`config.mk`:
```
export PLATFORM = sky130hd
export DESIGN_NAME = sound_scheduler
export DESIGN_NICKNAME = d
export VERILOG_FILES = /design/src/rtl/sound_scheduler_pkg.sv /design/src/rtl/sound_prio_enc.sv /design/src/rtl/sound_scheduler.sv
export SDC_FILE = /design/constraint.sdc
export NUM_CORES = 1
export LEC_CHECK = 0
export ABC_AREA = 1
export CORE_MARGIN = 10
export CORE_UTILIZATION = 35
export CTS_CLUSTER_DIAMETER = 200
export DETAILED_ROUTE_END_ITERATION = 8
export PLACE_DENSITY = 0.63
export SYNTH_ARGS = -nofsm -noshare
export SYNTH_HDL_FRONTEND = slang
export SYNTH_HIERARCHICAL = 1
export SYNTH_SLANG_ARGS = --single-unit
```
`constraint.sdc`:
```
create_clock -name clk -period 6.85 [get_ports clk]
set_clock_uncertainty 0.15 [all_clocks]
set_input_delay 1.37 -clock clk [delete_from_list [all_inputs] [get_ports clk]]
set_output_delay 1.37 -clock clk [all_outputs]
set_load 0.01 [all_outputs]
```
`src/rtl/sound_scheduler_pkg.sv`:
```
// Shared definitions for the sound scheduler: tone codes, FSM states and
// default tone/gap durations (in slowen ticks).
package sound_scheduler_pkg;

   localparam int unsigned TONE_W = 3;
   localparam int unsigned NREQ   = 5;

   // Tone codes double as priority: a larger code wins.
   typedef enum logic [TONE_W-1:0] {
      TONE_NONE   = 3'd0,
      TONE_PUSH   = 3'd1,
      TONE_SPDRND = 3'd2,
      TONE_SPDWIN = 3'd3,
      TONE_RND    = 3'd4,
      TONE_GAME   = 3'd5
   } tone_e;

   typedef enum logic [1:0] {
      IDLE = 2'd0,
      PLAY = 2'd1,
      GAP  = 2'd2
   } state_e;

   localparam int unsigned DEF_CNT_W      = 8;
   localparam int unsigned DEF_DUR_GAME   = 64;
   localparam int unsigned DEF_DUR_RND    = 32;
   localparam int unsigned DEF_DUR_SPDWIN = 32;
   localparam int unsigned DEF_DUR_SPDRND = 16;
   localparam int unsigned DEF_DUR_PUSH   = 2;
   localparam int unsigned DEF_GAP_TICKS  = 4;

   // Win sounds play loud, everything else quiet.
   function automatic logic gain_for(tone_e t);
      return (t == TONE_GAME) || (t == TONE_RND);
   endfunction

endpackage

```
`src/rtl/sound_prio_enc.sv`:
```
// Combinational priority encoder over the pending request vector.
// Ports:
//   req   in  5  pending bits, bit0=push .. bit4=wingame
//   valid out 1  any bit set
//   code  out 3  tone code of the highest set bit (bit index + 1), 0 if none
//   clr   out 5  one-hot mask of the winning bit
module sound_prio_enc
   import sound_scheduler_pkg::*;
(
   input  logic [NREQ-1:0]   req,
   output logic              valid,
   output logic [TONE_W-1:0] code,
   output logic [NREQ-1:0]   clr
);

   // Ascending scan: the last set bit seen is the highest priority one.
   always_comb begin
      valid = |req;
      code  = '0;
      clr   = '0;
      for (int i = 0; i < int'(NREQ); i++) begin
         if (req[i]) begin
            code   = TONE_W'(i + 1);
            clr    = '0;
            clr[i] = 1'b1;
         end
      end
   end

endmodule

```
`src/rtl/sound_scheduler.sv`:
```
// Arbitrates one-cycle sound requests onto the single tone generator.
// Requests latch into a pending vector and are played one at a time in
// priority order, each tone followed by an optional silent gap, all timed
// in slowen ticks.
// Ports:
//   clk, rst (async, active-low)
//   slowen                         timing tick
//   sypush, speed_round, winspeed,
//   winrnd, wingame                request pulses
//   tone_sel[2:0], tone_en, gain,
//   notshutdown, busy              registered generator controls / status
module sound_scheduler
   import sound_scheduler_pkg::*;
#(
   parameter int unsigned CNT_W      = DEF_CNT_W,
   parameter int unsigned DUR_GAME   = DEF_DUR_GAME,
   parameter int unsigned DUR_RND    = DEF_DUR_RND,
   parameter int unsigned DUR_SPDWIN = DEF_DUR_SPDWIN,
   parameter int unsigned DUR_SPDRND = DEF_DUR_SPDRND,
   parameter int unsigned DUR_PUSH   = DEF_DUR_PUSH,
   parameter int unsigned GAP_TICKS  = DEF_GAP_TICKS,
   parameter int unsigned PREEMPT    = 1
)(
   input  logic       clk,
   input  logic       rst,
   input  logic       slowen,
   input  logic       sypush,
   input  logic       speed_round,
   input  logic       winspeed,
   input  logic       winrnd,
   input  logic       wingame,
   output logic [2:0] tone_sel,
   output logic       tone_en,
   output logic       gain,
   output logic       notshutdown,
   output logic       busy
);

   localparam logic [CNT_W-1:0] CNT_ONE = CNT_W'(1);
   localparam logic [CNT_W-1:0] GAP_LD  = CNT_W'(GAP_TICKS);

   state_e              state_q, state_d;
   logic [NREQ-1:0]     pend_q, pend_d;
   logic [CNT_W-1:0]    cnt_q, cnt_d;
   tone_e               sel_q, sel_d;
   logic                en_q, en_d;
   logic                gain_q, gain_d;
   logic                nsd_q, nsd_d;
   logic                busy_q, busy_d;

   logic [NREQ-1:0]     req;
   logic                enc_valid;
   logic [TONE_W-1:0]   enc_code;
   logic [NREQ-1:0]     enc_clr;
   logic                grant;
   logic                go_idle;

   assign req = {wingame, winrnd, winspeed, speed_round, sypush};

   sound_prio_enc u_enc (
      .req   (pend_q),
      .valid (enc_valid),
      .code  (enc_code),
      .clr   (enc_clr)
   );

   // Tone length for a code; a zero duration still plays for one tick.
   function automatic logic [CNT_W-1:0] dur_of(tone_e t);
      int unsigned d;
      case (t)
         TONE_GAME:   d = DUR_GAME;
         TONE_RND:    d = DUR_RND;
         TONE_SPDWIN: d = DUR_SPDWIN;
         TONE_SPDRND: d = DUR_SPDRND;
         TONE_PUSH:   d = DUR_PUSH;
         default:     d = 1;
      endcase
      if (d == 0) d = 1;
      return CNT_W'(d);
   endfunction

   // Next-state and output logic.
   always_comb begin
      state_d = state_q;
      cnt_d   = cnt_q;
      sel_d   = sel_q;
      en_d    = en_q;
      gain_d  = gain_q;
      nsd_d   = nsd_q;
      grant   = 1'b0;
      go_idle = 1'b0;

      case (state_q)
         IDLE: begin
            grant = enc_valid;
         end
         PLAY: begin
            if ((PREEMPT != 0) && enc_valid && (enc_code > sel_q)) begin
               grant = 1'b1;
            end else if (slowen) begin
               if (cnt_q == CNT_ONE) begin
                  if (GAP_TICKS == 0) begin
                     grant   = enc_valid;
                     go_idle = !enc_valid;
                  end else begin
                     state_d = GAP;
                     cnt_d   = GAP_LD;
                     sel_d   = TONE_NONE;
                     en_d    = 1'b0;
                     gain_d  = 1'b0;
                     nsd_d   = 1'b1;
                  end
               end else begin
                  cnt_d = cnt_q - CNT_ONE;
               end
            end
         end
         GAP: begin
            if (slowen) begin
               if (cnt_q == CNT_ONE) begin
                  grant   = enc_valid;
                  go_idle = !enc_valid;
               end else begin
                  cnt_d = cnt_q - CNT_ONE;
               end
            end
         end
         default: begin
            go_idle = 1'b1;
         end
      endcase

      if (grant) begin
         state_d = PLAY;
         sel_d   = tone_e'(enc_code);
         cnt_d   = dur_of(tone_e'(enc_code));
         en_d    = 1'b1;
         nsd_d   = 1'b1;
         gain_d  = gain_for(tone_e'(enc_code));
      end

      if (go_idle) begin
         state_d = IDLE;
         cnt_d   = '0;
         sel_d   = TONE_NONE;
         en_d    = 1'b0;
         gain_d  = 1'b0;
         nsd_d   = 1'b0;
      end

      // Clear before set so a request on its own grant edge stays pending.
      pend_d = (pend_q & ~(grant ? enc_clr : '0)) | req;
      busy_d = (state_d != IDLE) || (pend_d != '0);
   end

   // State, counter, pending and output registers.
   always_ff @(posedge clk or negedge rst) begin
      if (!rst) begin
         state_q <= IDLE;
         pend_q  <= '0;
         cnt_q   <= '0;
         sel_q   <= TONE_NONE;
         en_q    <= 1'b0;
         gain_q  <= 1'b0;
         nsd_q   <= 1'b0;
         busy_q  <= 1'b0;
      end else begin
         state_q <= state_d;
         pend_q  <= pend_d;
         cnt_q   <= cnt_d;
         sel_q   <= sel_d;
         en_q    <= en_d;
         gain_q  <= gain_d;
         nsd_q   <= nsd_d;
         busy_q  <= busy_d;
      end
   end

   assign tone_sel    = sel_q;
   assign tone_en     = en_q;
   assign gain        = gain_q;
   assign notshutdown = nsd_q;
   assign busy        = busy_q;

endmodule

```
==> results.sh, run 1 <==
export IMPL_tightest_slew_ps=1037
export IMPL_p_leak_nw=0.9018
export IMPL_io_pins=15
export IMPL_total_power_mw=0.9228
export IMPL_post_route_period_util_pct=43.85
export IMPL_cp_common_cell="nand2_1"
export IMPL_max_cap_violations=0
export IMPL_antenna_found_initial=0
export IMPL_num_rows=24
export IMPL_layout_drive_gt1_share_pct=10.34
export IMPL_post_route_util_pct=40.97
export IMPL_ys_types=25
export IMPL_gp_congestion=0.9243
export IMPL_worstSkewPairLatency_ps=260
export IMPL_die_area_um2=7487
export IMPL_clock_root_buffer="clkbuf_8"
export IMPL_dp_cells=281
export IMPL_cp_num_buf_inv=3
export IMPL_synth_top_flop_cell="dfrtp_1"
export IMPL_num_antenna_cells=0
export IMPL_die_x_um=86.53
export IMPL_critPathTopFamily="simple AND/OR/NAND/NOR gates"
export IMPL_syn_cell_area_um2=1549
export IMPL_fmax_mhz=332.9
export IMPL_rsz0062_at_grt="false"
export IMPL_slew_headroom_pct=30.67
export IMPL_area_delta_synth_final_pct=14.38
export IMPL_timing_final_max_slew_violations=0
export IMPL_final_common_cell="nand2_1"
export IMPL_post_route_min_period_ps=3004
export IMPL_worst_endpoint_required_ps=6840
export IMPL_yosysSeqAreaShare_pct=35.54
export IMPL_viasPerCell=4.827
export IMPL_initial_utilization_pct=35.82
export IMPL_drc=0
export IMPL_arrival_ps=2990
export IMPL_grt_pass1_wl_mm=6.127
export IMPL_detail_route_antenna_nets=0
export IMPL_cts_buffers=3
export IMPL_ir_drop_mv=0.2340
export IMPL_path_max_fanout=17
export IMPL_setup_viol=0
export IMPL_cts_resized_gates=0
export IMPL_synth_nets=236
export IMPL_ys_async_sr_fraction_pct=100.0
export IMPL_htreeDepth=1
export IMPL_grtUsageTotal_pct=9.786
export IMPL_drtIter0Drc=117
export IMPL_finalInstanceArea_um2=1772
export IMPL_placed_area_um2=1730
export IMPL_fp_dieH_um=86.53
export IMPL_postRouteWirelength_mm=3.471
export IMPL_status="finished clean"
export IMPL_grt_overflow=0
export IMPL_clkTransAtPathRegs_ps=80
export IMPL_cts_hold_buf=0
export IMPL_syn_instance_count=218
export IMPL_routedWlPerCell_um=12.22
export IMPL_pre_cts_ws_ps=3602
export IMPL_numPortBuffers=14
export IMPL_yosysWarnings=6
export IMPL_cts_tree="yes"
export IMPL_critical_path_class="in2reg"
export IMPL_layout_common_cells="53 x nand2_1, 28 x inv_1, 25 x nor2_1"
export IMPL_grt_pass1_vias=1365
export IMPL_holdWs_ps=353.6
export IMPL_fin_nets=252
export IMPL_hpwlAfterDp_mm=2.722
export IMPL_report_final_hold_viol_count=0
export IMPL_ys_ff_latch=22
export IMPL_cts_buffer_depth=2
export IMPL_power_density_nw_per_um2=520.9
export IMPL_synth_edf_count=0
export IMPL_crit_slowest_cell="clkdlybuf4s50_1"
export IMPL_core_area_um2=4324
export IMPL_dr_pass1_iters=5
export IMPL_clkSinkCount=22
export IMPL_start_kind="input port"
export IMPL_syn_avg_cell_area_um2=7.105
export IMPL_layout_setup_ws_ps=3846
export IMPL_post_cts_setup_buffers=0
export IMPL_setup_tns_ps=0
export IMPL_max_stage_delay_ps=530
export IMPL_hold_class="reg2reg"
export IMPL_grt_start_max_net_pins=23
export IMPL_cp_cell_sequence="clkdlybuf4s50_1 > nand2_1 > inv_1 > nand3_1 > nand2_1 > nand2_2 > nand2_4 > nand2_4 > nand2_1 > inv_2 > nand3_1 > o21ai_0"
export IMPL_vias=1371
export IMPL_end_kind="flop"
export IMPL_instances_no_fill=284
[synth_stat cells, types with 3 or more instances]
master	instances	area share [%]
nand2_1	53	13
inv_1	28	6.8
nor2_1	25	6.1
dfrtp_1	22	36
nand3_1	19	6.1
o21ai_0	11	3.6
ha_1	10	8.1
inv_2	8	1.9
a21oi_1	7	2.3
nor3_1	5	1.6
o21ai_1	4	1.3
xor2_1	4	2.3
nand2_4	3	2.2
nor2_2	3	1.2
[final timing paths]
path | from | to | slack (ps) | cells past startpoint
setup / recovery | slowen | gain$_DFFE_PN0P_ | 3850 | 12
setup reg to reg | pend_q[4]$_DFF_PN0_ | busy$_DFF_PN0_ | 3980 | 12
max in group asynchronous | rst | pend_q[2]$_DFF_PN0_ | 4400 | 1
hold reg to reg | pend_q[1]$_DFF_PN0_ | pend_q[1]$_DFF_PN0_ | 350 | 2
hold / removal | pend_q[1]$_DFF_PN0_ | pend_q[1]$_DFF_PN0_ | 350 | 2
min in group asynchronous | rst | cnt_q[6]$_DFFE_PN0P_ | 1520 | 1
[cells by family after synthesis]
group / Yosys count / share of synthesized area (%)
adders and majority gates: 10 / 8.078
and+or+nand+nor: 114 / 33.04
AOI/OAI and AO/OA: 29 / 10.82
buffers and inverters: 39 / 10.26
xor gates and xnor gates: 4 / 2.261
DFF: 22 / 35.54
[worst register-to-register path, delay by kind of cell (launching register included)]
family	cells	cell delay, ps
AO/OA/AOI/OAI	3	820
flip-flops	1	440
adder cells (fa/ha/maj)	1	320
AND/OR/NAND/NOR	7	950
buffers and inverters	1	70
[area by class of cell]
| cell class | instances | area [µm²] |
|---|---|---|
| Clock buffer | 3 | 41.29 |
| Fill cell | 473 | 2552 |
| Inverter | 36 | 135.1 |
| Multi-Input combinational cell | 157 | 839.6 |
| Sequential cell | 22 | 550.5 |
| Tap cell | 52 | 65.06 |
| Timing Repair Buffer | 14 | 140.1 |
[flip-flops by register name, summed over array words and instances, names as in the netlist]
register	cells
cnt_q	8
tone_sel	3
notshutdown	1
busy	1
gain	1
state_q	2
pend_q	5
tone_en	1
[per-layer routing]
metal	vias up	part of all wire [%]	GRT usage (%)
met5	-	0	0
met4	0	0.89	2.946
met3	2	5.3	2.251
met2	35	43	15.23
met1	615	50	13.07
li1	719	-	-
[power breakdown]
group / total (mW) / internal [mW] / switching [mW]
combinational: 0.627 / 0.215 / 0.412
sequential: 0.215 / 0.179 / 0.0354
clock: 0.0813 / 0.0392 / 0.0421
total: 0.923 / 0.434 / 0.489
Power figures use the tool's default switching activity.
==> inputs of run 2 (changes only) <==
Settings changed: PLACE_DENSITY 0.63 to 0.65.
Clock period 6.85 ns to 2.7 ns, I/O delays scaled along.
==> run 2 against run 1 <==
Critical path type is now reg2reg; non-clock buffer count grew 4; routed wire length rose by 2.2%; total power increased to 2.6 times the previous value; clock power grew to 3.0 times the previous value; combinational power rose to 2.6 times the previous value; worst hold slack gained 11 ps; design area grew 3.0%; final cell count up 1.8%; die area unchanged; first-iteration DRC count grew 4.3%.
==> results.sh, run 2 (synthesis results as in run 1) <==
export IMPL_status="finished clean"
export IMPL_report_final_hold_viol_count=0
export IMPL_num_rows=24
export IMPL_grt_pass1_wl_mm=6.306
export IMPL_area_delta_synth_final_pct=17.77
export IMPL_hold_class="reg2reg"
export IMPL_critical_path_class="reg2reg"
export IMPL_num_antenna_cells=0
export IMPL_switching_share_pct=52.39
export IMPL_post_route_min_period_ps=2457
export IMPL_core_area_um2=4324
export IMPL_seq_power_share_pct=22.5
export IMPL_rsz0062_at_grt="false"
export IMPL_layout_drive_gt1_share_pct=13.08
export IMPL_r2r_end="busy$_DFF_PN0_"
export IMPL_setup_tns_ps=0
export IMPL_vias=1386
export IMPL_end_kind="flop"
export IMPL_die_area_um2=7487
export IMPL_gp_congestion=0.8999
export IMPL_antenna_found_initial=0
export IMPL_cts_buffer_depth=2
export IMPL_p_int_mw=1.153
export IMPL_p_leak_nw=0.9287
export IMPL_cts_hold_buf=0
export IMPL_path_max_fanout=5
export IMPL_routedWlPerCell_um=12.27
export IMPL_power_density_nw_per_um2=1327
export IMPL_setup_viol=0
export IMPL_worstSkewPairLatency_ps=270
export IMPL_die_x_um=86.53
export IMPL_htreeDepth=1
export IMPL_fmax_mhz=407.1
export IMPL_ir_drop_mv=0.6138
export IMPL_detail_route_antenna_nets=0
export IMPL_cts_tree="yes"
export IMPL_hold_depth=2
export IMPL_grtUsageTotal_pct=10.06
export IMPL_r2r_setup_slack_ps=240
export IMPL_max_cap_violations=0
export IMPL_dr_pass1_iters=5
export IMPL_post_cts_setup_buffers=0
export IMPL_postRouteWirelength_mm=3.547
export IMPL_slew_headroom_pct=72.87
export IMPL_grt_overflow=0
export IMPL_grt_pass1_vias=1377
export IMPL_hpwlAfterDp_mm=2.707
export IMPL_pwr_share_comb_pct=67.4
export IMPL_min_to="pend_q[1]$_DFF_PN0_"
export IMPL_post_route_period_util_pct=90.99
export IMPL_clkTransAtPathRegs_ps=80
export IMPL_pre_cts_ws_ps=95.38
export IMPL_hp_start="pend_q[1]$_DFF_PN0_"
export IMPL_final_common_cell="nand2_1"
export IMPL_cts_buffers=3
export IMPL_top_register="cnt_q"
export IMPL_tightest_slew_ps=402.7
export IMPL_clock_root_buffer="clkbuf_8"
export IMPL_clkPwrFrac_pct=10.1
export IMPL_start_kind="flop"
export IMPL_clkSinkCount=22
export IMPL_drc=0
export IMPL_fin_nets=256
export IMPL_timing_final_max_slew_violations=0
export IMPL_p_sw_mw=1.268
export IMPL_cts_resized_gates=0
export IMPL_r2r_cells=12
export IMPL_io_pins=15
export IMPL_largest_reg_flops=8
export IMPL_numPortBuffers=14
export IMPL_grt_start_max_net_pins=23
export IMPL_drtIter0Drc=122
export IMPL_viasPerCell=4.796
export IMPL_fp_dieH_um=86.53
export IMPL_timing_rr_start="pend_q[4]$_DFF_PN0_"
export IMPL_worst_endpoint_required_ps=2700
export IMPL_arrival_ps=2460
export IMPL_initial_utilization_pct=35.82
export IMPL_layout_common_cells="52 x nand2_1, 28 x inv_1, 25 x nor2_1"
export IMPL_layout_setup_ws_ps=243.4
==> run 2: per-stage QoR <==
step           cells  hold slack, ps  utilization (%)  instance area, µm²  power, mW
2_1_floorplan    218           94.41                -                1549      1.815
3_5_place_dp     285           341.8            40.71                1760      2.133
3_3_place_gp     285           345.4            40.71                1760      2.126
4_1_cts          289           364.0            41.99                1815      2.397
6_report         289           365.1            42.19                1824      2.421
5_1_grt          289           395.4            42.19                1824      2.700
==> run 2: power groups by stage <==
| stage | sequential [mW] | combinational, mW | clock [mW] |
|---|---|---|---|
| floorplan | 0.553 | 1.26 | 0 |
| global placement | 0.552 | 1.57 | 0 |
| detailed placement | 0.550 | 1.58 | 0 |
| CTS | 0.546 | 1.60 | 0.251 |
| global route | 0.561 | 1.88 | 0.261 |
| finish | 0.546 | 1.63 | 0.244 |
==> run 2: worst max-delay path by stage <==
stage,depth (start not counted),start,slack (ps),endpoint
after floorplan,15,pend_q[3]$_DFF_PN0_,370,cnt_q[0]$_DFFE_PN0P_
after global placement,15,pend_q[1]$_DFF_PN0_,150,cnt_q[0]$_DFFE_PN0P_
after detailed placement,15,pend_q[1]$_DFF_PN0_,100,cnt_q[0]$_DFFE_PN0P_
after CTS,15,pend_q[1]$_DFF_PN0_,60,cnt_q[0]$_DFFE_PN0P_
after global routing,15,pend_q[1]$_DFF_PN0_,30,cnt_q[3]$_DFFE_PN0P_
final,12,pend_q[4]$_DFF_PN0_,240,busy$_DFF_PN0_
==> run 2: critical path: stages (launching register included) <==
cell	delay [ps]
dfrtp_1	440
inv_1	80
nand2_1	60
buf_4	150
ha_1	300
nand2_1	80
nand2_1	80
o21ai_0	350
nand4_1	200
nand3_1	140
o211ai_1	110
nor2_1	120
nand3_1	80
==> run 2: area by class of cell <==
type,instances,area (µm²)
flip-flops and latches,22,550.5
inverters,36,137.6
well taps,52,65.06
clock buffers,4,55.05
repair buffers,18,170.2
multi-input cells,157,845.8
fillers,467,2500
==> run 2: routing by layer <==
metal  global-route usage [%]  vias up  wire length, µm
li1                         -      729                -
met1                    14.14      623             1777
met2                    15.10       31             1568
met3                    1.689        3              185
met4                    3.387        0               17
met5                        0        -                0
